--- config.mk ---
export PLATFORM = sky130hd
export DESIGN_NAME = serdes_rx_link_ctrl
export DESIGN_NICKNAME = d
export VERILOG_FILES = /design/src/rtl/serdes_pkg.sv /design/src/rtl/serdes_rx_sync_fsm.sv /design/src/rtl/serdes_rx_link_ctrl.sv
export SDC_FILE = /design/constraint.sdc
export NUM_CORES = 1
export LEC_CHECK = 0
export BUFFER_PORTS_ARGS = -buffer_cell sky130_fd_sc_hd__buf_2
export CORE_MARGIN = 3
export CORE_UTILIZATION = 45
export CTS_CLUSTER_DIAMETER = 60
export DETAILED_ROUTE_END_ITERATION = 12
export GPL_TIMING_DRIVEN = 1
export PLACE_DENSITY = 0.69
export SYNTH_ARGS = -nofsm -noshare
export SYNTH_HDL_FRONTEND = slang
export SYNTH_SLANG_ARGS = --single-unit
--- constraint.sdc ---
create_clock -name clk -period 2.7 [get_ports clk]
set_input_delay 0.27 -clock clk [delete_from_list [all_inputs] [get_ports clk]]
set_output_delay 0.27 -clock clk [all_outputs]
set_load 0.05 [all_outputs]
--- src/rtl/serdes_pkg.sv ---
// rtl/serdes_pkg.sv - shared constants, state encoding and word helpers for the serdes receive link controller
package serdes_pkg;

  // Decoded receive word: 8 data bits plus the K flag in bit 8
  localparam int WORD_W = 9;

  // K28.5 comma as presented by the decoder (K flag set, 0xBC)
  localparam logic [WORD_W-1:0] K28_5 = 9'h1BC;

  // Width of the small comma / error-level / good-word counters (limits are 1..15)
  localparam int LVL_W = 4;

  typedef enum logic [1:0] {
    ST_LOS  = 2'd0,
    ST_ACQ  = 2'd1,
    ST_SYNC = 2'd2,
    ST_ERR  = 2'd3
  } link_state_e;

  // A comma only counts toward acquisition when the word itself was received cleanly
  function automatic logic is_comma(input logic [WORD_W-1:0] word, input logic bad);
    return (word == K28_5) && !bad;
  endfunction

endpackage

--- src/rtl/serdes_rx_sync_fsm.sv ---
// rtl/serdes_rx_sync_fsm.sv - word-sync state machine with error leaky bucket and idle realign timer
module serdes_rx_sync_fsm
  import serdes_pkg::*;
#(
  parameter int ACQ_COMMAS   = 3,
  parameter int MAX_ERRS     = 4,
  parameter int GOOD_TO_HEAL = 4,
  parameter int TIMEOUT      = 1023
) (
  input  logic       clk,
  input  logic       reset_n,
  input  logic       link_en,
  input  logic       word_valid,
  input  logic       word_bad,
  input  logic       word_comma,
  output logic [1:0] state,
  output logic       link_up,
  output logic       rx_enable,
  output logic       rx_realign
);

  localparam int IDLE_W = $clog2(TIMEOUT + 1);

  // Counter values at which the next qualifying event completes the step
  localparam logic [IDLE_W-1:0] IDLE_LAST = IDLE_W'(TIMEOUT - 1);
  localparam logic [LVL_W-1:0]  ACQ_LAST  = LVL_W'(ACQ_COMMAS - 1);
  localparam logic [LVL_W-1:0]  MAX_LAST  = LVL_W'(MAX_ERRS - 1);
  localparam logic [LVL_W-1:0]  GTH_LAST  = LVL_W'(GOOD_TO_HEAL - 1);
  localparam logic [LVL_W-1:0]  LVL_ONE   = LVL_W'(1);
  localparam logic [IDLE_W-1:0] IDLE_ONE  = IDLE_W'(1);

  link_state_e       state_q, state_d;
  logic [LVL_W-1:0]  comma_cnt_q, comma_cnt_d;
  logic [LVL_W-1:0]  err_lvl_q, err_lvl_d;
  logic [LVL_W-1:0]  good_cnt_q, good_cnt_d;
  logic [IDLE_W-1:0] idle_cnt_q, idle_cnt_d;
  logic              link_up_q, link_up_d;
  logic              rx_enable_q, rx_enable_d;
  logic              rx_realign_q, rx_realign_d;

  // Next-state and counter decisions; word events only act on word_valid cycles
  always_comb begin
    state_d      = state_q;
    comma_cnt_d  = comma_cnt_q;
    err_lvl_d    = err_lvl_q;
    good_cnt_d   = good_cnt_q;
    idle_cnt_d   = '0;
    link_up_d    = link_up_q;
    rx_realign_d = 1'b0;
    rx_enable_d  = link_en;

    if (!link_en) begin
      state_d     = ST_LOS;
      comma_cnt_d = '0;
      err_lvl_d   = '0;
      good_cnt_d  = '0;
      link_up_d   = 1'b0;
    end else begin
      case (state_q)
        ST_LOS: begin
          if (!word_valid) begin
            // Idle timer only runs while hunting; a silent receiver gets periodic realigns
            if (idle_cnt_q == IDLE_LAST) begin
              rx_realign_d = 1'b1;
            end else begin
              idle_cnt_d = idle_cnt_q + IDLE_ONE;
            end
          end else if (word_comma) begin
            if (ACQ_COMMAS == 1) begin
              state_d   = ST_SYNC;
              link_up_d = 1'b1;
            end else begin
              state_d     = ST_ACQ;
              comma_cnt_d = LVL_ONE;
            end
          end
        end

        ST_ACQ: begin
          if (word_valid) begin
            if (word_bad) begin
              state_d      = ST_LOS;
              comma_cnt_d  = '0;
              rx_realign_d = 1'b1;
            end else if (word_comma) begin
              if (comma_cnt_q == ACQ_LAST) begin
                state_d     = ST_SYNC;
                link_up_d   = 1'b1;
                comma_cnt_d = '0;
              end else begin
                comma_cnt_d = comma_cnt_q + LVL_ONE;
              end
            end
          end
        end

        ST_SYNC: begin
          if (word_valid && word_bad) begin
            if (MAX_ERRS == 1) begin
              state_d      = ST_LOS;
              link_up_d    = 1'b0;
              rx_realign_d = 1'b1;
            end else begin
              state_d    = ST_ERR;
              err_lvl_d  = LVL_ONE;
              good_cnt_d = '0;
            end
          end
        end

        ST_ERR: begin
          if (word_valid) begin
            if (word_bad) begin
              good_cnt_d = '0;
              if (err_lvl_q == MAX_LAST) begin
                state_d      = ST_LOS;
                link_up_d    = 1'b0;
                rx_realign_d = 1'b1;
                err_lvl_d    = '0;
              end else begin
                err_lvl_d = err_lvl_q + LVL_ONE;
              end
            end else if (good_cnt_q == GTH_LAST) begin
              // A full run of good words drains one unit of error level
              good_cnt_d = '0;
              err_lvl_d  = err_lvl_q - LVL_ONE;
              if (err_lvl_q == LVL_ONE) begin
                state_d = ST_SYNC;
              end
            end else begin
              good_cnt_d = good_cnt_q + LVL_ONE;
            end
          end
        end

        default: begin
          state_d = ST_LOS;
        end
      endcase
    end
  end

  // State, counters and registered outputs
  always_ff @(posedge clk or negedge reset_n) begin
    if (!reset_n) begin
      state_q      <= ST_LOS;
      comma_cnt_q  <= '0;
      err_lvl_q    <= '0;
      good_cnt_q   <= '0;
      idle_cnt_q   <= '0;
      link_up_q    <= 1'b0;
      rx_enable_q  <= 1'b0;
      rx_realign_q <= 1'b0;
    end else begin
      state_q      <= state_d;
      comma_cnt_q  <= comma_cnt_d;
      err_lvl_q    <= err_lvl_d;
      good_cnt_q   <= good_cnt_d;
      idle_cnt_q   <= idle_cnt_d;
      link_up_q    <= link_up_d;
      rx_enable_q  <= rx_enable_d;
      rx_realign_q <= rx_realign_d;
    end
  end

  assign state      = state_q;
  assign link_up    = link_up_q;
  assign rx_enable  = rx_enable_q;
  assign rx_realign = rx_realign_q;

endmodule

--- src/rtl/serdes_rx_link_ctrl.sv ---
// rtl/serdes_rx_link_ctrl.sv - receive link controller top: sync FSM, data gating, bad-word stats (optional COMMA_STRIP_EN)
module serdes_rx_link_ctrl
  import serdes_pkg::*;
#(
  parameter int ACQ_COMMAS   = 3,
  parameter int MAX_ERRS     = 4,
  parameter int GOOD_TO_HEAL = 4,
  parameter int TIMEOUT      = 1023,
  parameter int ERR_CNT_W    = 16
) (
  input  logic                 clk,
  input  logic                 reset_n,
  input  logic                 link_en,
  input  logic [WORD_W-1:0]    rx_data,
  input  logic                 rx_valid,
  input  logic                 rx_code_err,
  input  logic                 rx_disp_err,
  input  logic                 err_clr,
  output logic                 rx_enable,
  output logic                 rx_realign,
  output logic                 link_up,
  output logic [1:0]           state,
  output logic [WORD_W-1:0]    data_out,
  output logic                 data_valid,
  output logic [ERR_CNT_W-1:0] err_count
);

  logic word_bad;
  logic word_comma;
  logic fwd;

  logic [WORD_W-1:0]    data_out_q, data_out_d;
  logic                 data_valid_q, data_valid_d;
  logic [ERR_CNT_W-1:0] err_count_q, err_count_d;

  assign word_bad   = rx_code_err | rx_disp_err;
  assign word_comma = is_comma(rx_data, word_bad);

  serdes_rx_sync_fsm #(
    .ACQ_COMMAS   (ACQ_COMMAS),
    .MAX_ERRS     (MAX_ERRS),
    .GOOD_TO_HEAL (GOOD_TO_HEAL),
    .TIMEOUT      (TIMEOUT)
  ) u_sync_fsm (
    .clk        (clk),
    .reset_n    (reset_n),
    .link_en    (link_en),
    .word_valid (rx_valid),
    .word_bad   (word_bad),
    .word_comma (word_comma),
    .state      (state),
    .link_up    (link_up),
    .rx_enable  (rx_enable),
    .rx_realign (rx_realign)
  );

  // Forwarding and statistics use link_up as it stood before this word, so the
  // word that completes acquisition is held back and the one that drops sync still counts
  always_comb begin
    fwd = rx_valid & ~word_bad & link_up & link_en;
`ifdef COMMA_STRIP_EN
    if (rx_data == K28_5) begin
      fwd = 1'b0;
    end
`endif
    data_valid_d = fwd;
    data_out_d   = fwd ? rx_data : data_out_q;

    err_count_d = err_count_q;
    if (err_clr) begin
      err_count_d = '0;
    end else if (rx_valid && word_bad && link_up && (err_count_q != '1)) begin
      err_count_d = err_count_q + ERR_CNT_W'(1);
    end
  end

  // Output data and statistics registers
  always_ff @(posedge clk or negedge reset_n) begin
    if (!reset_n) begin
      data_out_q   <= '0;
      data_valid_q <= 1'b0;
      err_count_q  <= '0;
    end else begin
      data_out_q   <= data_out_d;
      data_valid_q <= data_valid_d;
      err_count_q  <= err_count_d;
    end
  end

  assign data_out   = data_out_q;
  assign data_valid = data_valid_q;
  assign err_count  = err_count_q;

endmodule

==> flow_metrics.py <==
metrics = {
    "place": {
        "gp_congestion": 0.879,
        "port_buffers": 46,
        "dp_hpwl_um": 4540,
    },
    "timing": {
        "tightest_slew_ps": 660,
        "finalCriticalPeriod_ps": 1900,
        "fin_crit_sh": 0.703,
        "rsz0062_at_grt": "false",
        "finalHoldViolCount": 0,
        "clock_skew_ps": 5.36,
        "fmax_mhz": 527,
        "relSlewSlack": 0.560,
        "fin_setup_tns_ps": 0,
        "setup_viol": 0,
        "fin_hold_ws_ps": 79.9,
        "drv_slew": 0,
    },
    "synthesis": {
        "synth_most_common_cell": "dfrtp_1",
        "synthTopCellsByArea": "dfrtp_1, mux2_2, ha_1, nor2_1, a21oi_1",
        "synth_area_mm2": 0.00304,
        "synth-compound-area-share": 0.155,
        "syn_area_per_cell_um2": 10.1,
        "async_flop_share": 1.00,
        "seq_area_frac_synth": 0.436,
        "synth_edf_count": 0,
        "synth_top_area_cell": "dfrtp_1",
        "synth.net_count": 325,
        "synth_common_cells": "dfrtp_1, nor2_1, nand2_1, mux2_2",
        "synth_adder_area_share": 0.0370,
        "ys.flop_type": "dfrtp_1",
        "synth_cell_types": 62,
        "synth_top_area_frac": 0.436,
        "netlist_instances": 300,
        "synth_simple_gate_area_frac": 0.250,
        "synthXorXnorAreaFrac": 0.0288,
        "synth_top_family_by_area": "simple AND/OR/NAND/NOR gates",
        "ys_ff_latch": 53,
        "synth_mux_area_frac": 0.0662,
        "ys_warn_count": 0,
    },
    "worst_setup_path": {
        "crit_type": "flop to flop",
        "crit_fanout": 8,
        "rr_worst_depth": 5,
        "critical_path_arrival_ps": 2090,
        "cp-start-kind": "flop",
        "required_ps": 2890,
        "setup.worst_path.end_class": "flop",
    },
    "route": {
        "drt-initial-drc-count": 96,
        "drt_pass1_iterations": 6,
        "drt-total-wl_um": 6280,
        "wl_met2_um": 2790,
        "wl_met1_um": 3050,
        "top_layer": "met4",
        "ant_nets": 0,
        "wl_per_cell_um": 14.9,
        "met3WireLength_um": 365,
        "vias": 2458,
        "drcViolationCount": 0,
        "avgViaCountPerCell": 5.84,
    },
    "power_and_ir_drop": {
        "combPwrFrac": 0.098,
        "pwr-share-seq": 0.554,
        "leakage_nw": 1.60,
        "ir_drop_uv": 319,
        "intPower_w": 0.00112,
        "switchingPower_w": 0.000368,
        "power_density_mw_per_mm2": 433,
        "clock_power_share": 0.348,
        "p_sw_frac": 0.247,
    },
    "grt": {
        "grt-ovfl-total": 0,
        "grt_max_degree": 54,
        "first_global_vias": 2390,
        "grtUsageTotal": 0.171,
        "antenna_found_initial": 0,
        "grt_pass1_wl_um": 10800,
    },
    "clock_network": {
        "clk_pin_slew_ps": 90,
        "cts_sinks": 53,
        "worst_skew_pair.late_latency_ps": 300,
        "clockBufferDepth": 2,
        "cts_setup_buffers": 0,
        "cts_root_buffer": "clkbuf_8",
        "htree_levels": 2,
        "cts_inserted_buffers": 5,
        "cts_tree": "built",
        "cts-resized-gates": 0,
        "postCtsHoldBufs": 0,
    },
    "floorplan": {
        "die_y_um": 88.2,
        "coreArea_mm2": 0.00646,
        "row_count": 29,
        "initial_utilization": 0.471,
        "die_area_mm2": 0.00778,
        "num_io_pins": 47,
        "die_w_um": 88.2,
    },
    "run": {
        "drv_cap": 0,
    },
    "finish": {
        "fin_nets": 369,
        "synthToLayoutAreaGrowth_pct": 12.9,
        "drive_above_1_share": 0.253,
        "antenna_cells": 0,
    },
    "outcome": {
        "status": "finished, final reports clean",
    },
    "worst_hold_path": {
        "hold_path_class": "input port to asynchronous set/reset pin",
    },
}
layer usage:
metal | GRT usage | vias up
li1 | - | 1195
met1 | 0.233 | 1179
met2 | 0.266 | 74
met3 | 0.0456 | 10
met4 | 0.0577 | 0
met5 | 0 | -
sequential cells by signal, summed over array words and instances (netlist names), 2 cells and up:
name                    flops
err_count                  16
u_sync_fsm.err_lvl_q        4
data_out                    9
u_sync_fsm.comma_cnt_q      4
u_sync_fsm.good_cnt_q       4
u_sync_fsm.state            2
u_sync_fsm.idle_cnt_q      10
through the flow:
step	area, um^2	power, W	setup WS [ps]	std cells	utilization
2_1_floorplan	3040	0.000934	631	300	-
3_3_place_gp	3330	0.000985	756	414	0.516
3_5_place_dp	3330	0.000988	734	414	0.516
4_1_cts	3430	0.00151	787	421	0.532
5_1_grt	3430	0.00156	617	421	0.532
6_report	3430	0.00149	802	421	0.532
worst paths after layout:
path	startpoint	to	slack (ps)
max	err_count[0]	err_count[6]	800
min	reset_n	u_sync_fsm.idle_cnt_q[2]	80
max reg2reg	err_count[0]	err_count[6]	800
min reg2reg	data_out[3]	data_out[3]	510
max in group asynchronous	reset_n	data_valid	2190
min in group clk	rx_data[1]	data_out[1]	210
power by group through the flow:
stage	combinational, W	sequential [W]	clock (W)
3_5_place_dp	0.000148	0.000840	0
3_3_place_gp	0.000146	0.000839	0
5_1_grt	0.000167	0.000828	0.000566
6_report	0.000146	0.000825	0.000518
4_1_cts	0.000148	0.000824	0.000536
2_1_floorplan	0.0000873	0.000847	0
critical path: stages, from the launching register on:
cell      delay [ps]
dfrtp_1          410
ha_1             250
o2111a_1         290
nand2_1          190
a211oi_1         290
mux2_2           360
cells by family (layout without fill, tap and decap cells):
group | count (synthesis) | after routing
AOI/OAI and AO/OA | 65 | 65
xor gates and xnor gates | 10 | 10
adders and majority gates | 9 | 9
buffers and inverters | 19 | 63
DFF | 53 | 53
muxes | 18 | 18
and+or+nand+nor | 126 | 126
area by class of cell:
| type | instances | area (um^2) |
|---|---|---|
| fill | 597 | 3020 |
| multi-input combinational | 228 | 1630 |
| sequential | 53 | 1330 |
| timing repair buffer | 48 | 245 |
| tap | 77 | 96.3 |
| clock buffer | 5 | 68.8 |
| clock inverter | 2 | 35.0 |
| inverter | 8 | 30.0 |
cell usage in the layout (no fill, tap or decap), drive strengths merged, types with 3 or more instances in the layout:
cell	netlist	layout
ha	9	9
a211oi	5	5
a22o	5	5
or4	4	4
buf	7	48
nand4	4	4
nor2b	11	11
dfrtp	53	53
o41ai	3	3
nand3	15	15
clkbuf	4	5
a21oi	15	15
nor3	10	10
and3	4	4
inv	8	8
o31ai	3	3
nor4	5	5
nand2b	6	6
nor3b	4	4
xor2	3	3
or2	5	5
nand2	18	18
o21ai	10	10
xnor2	7	7
nor2	25	25
mux2	17	17
or3b	5	5
Power figures use the tool's default switching activity.
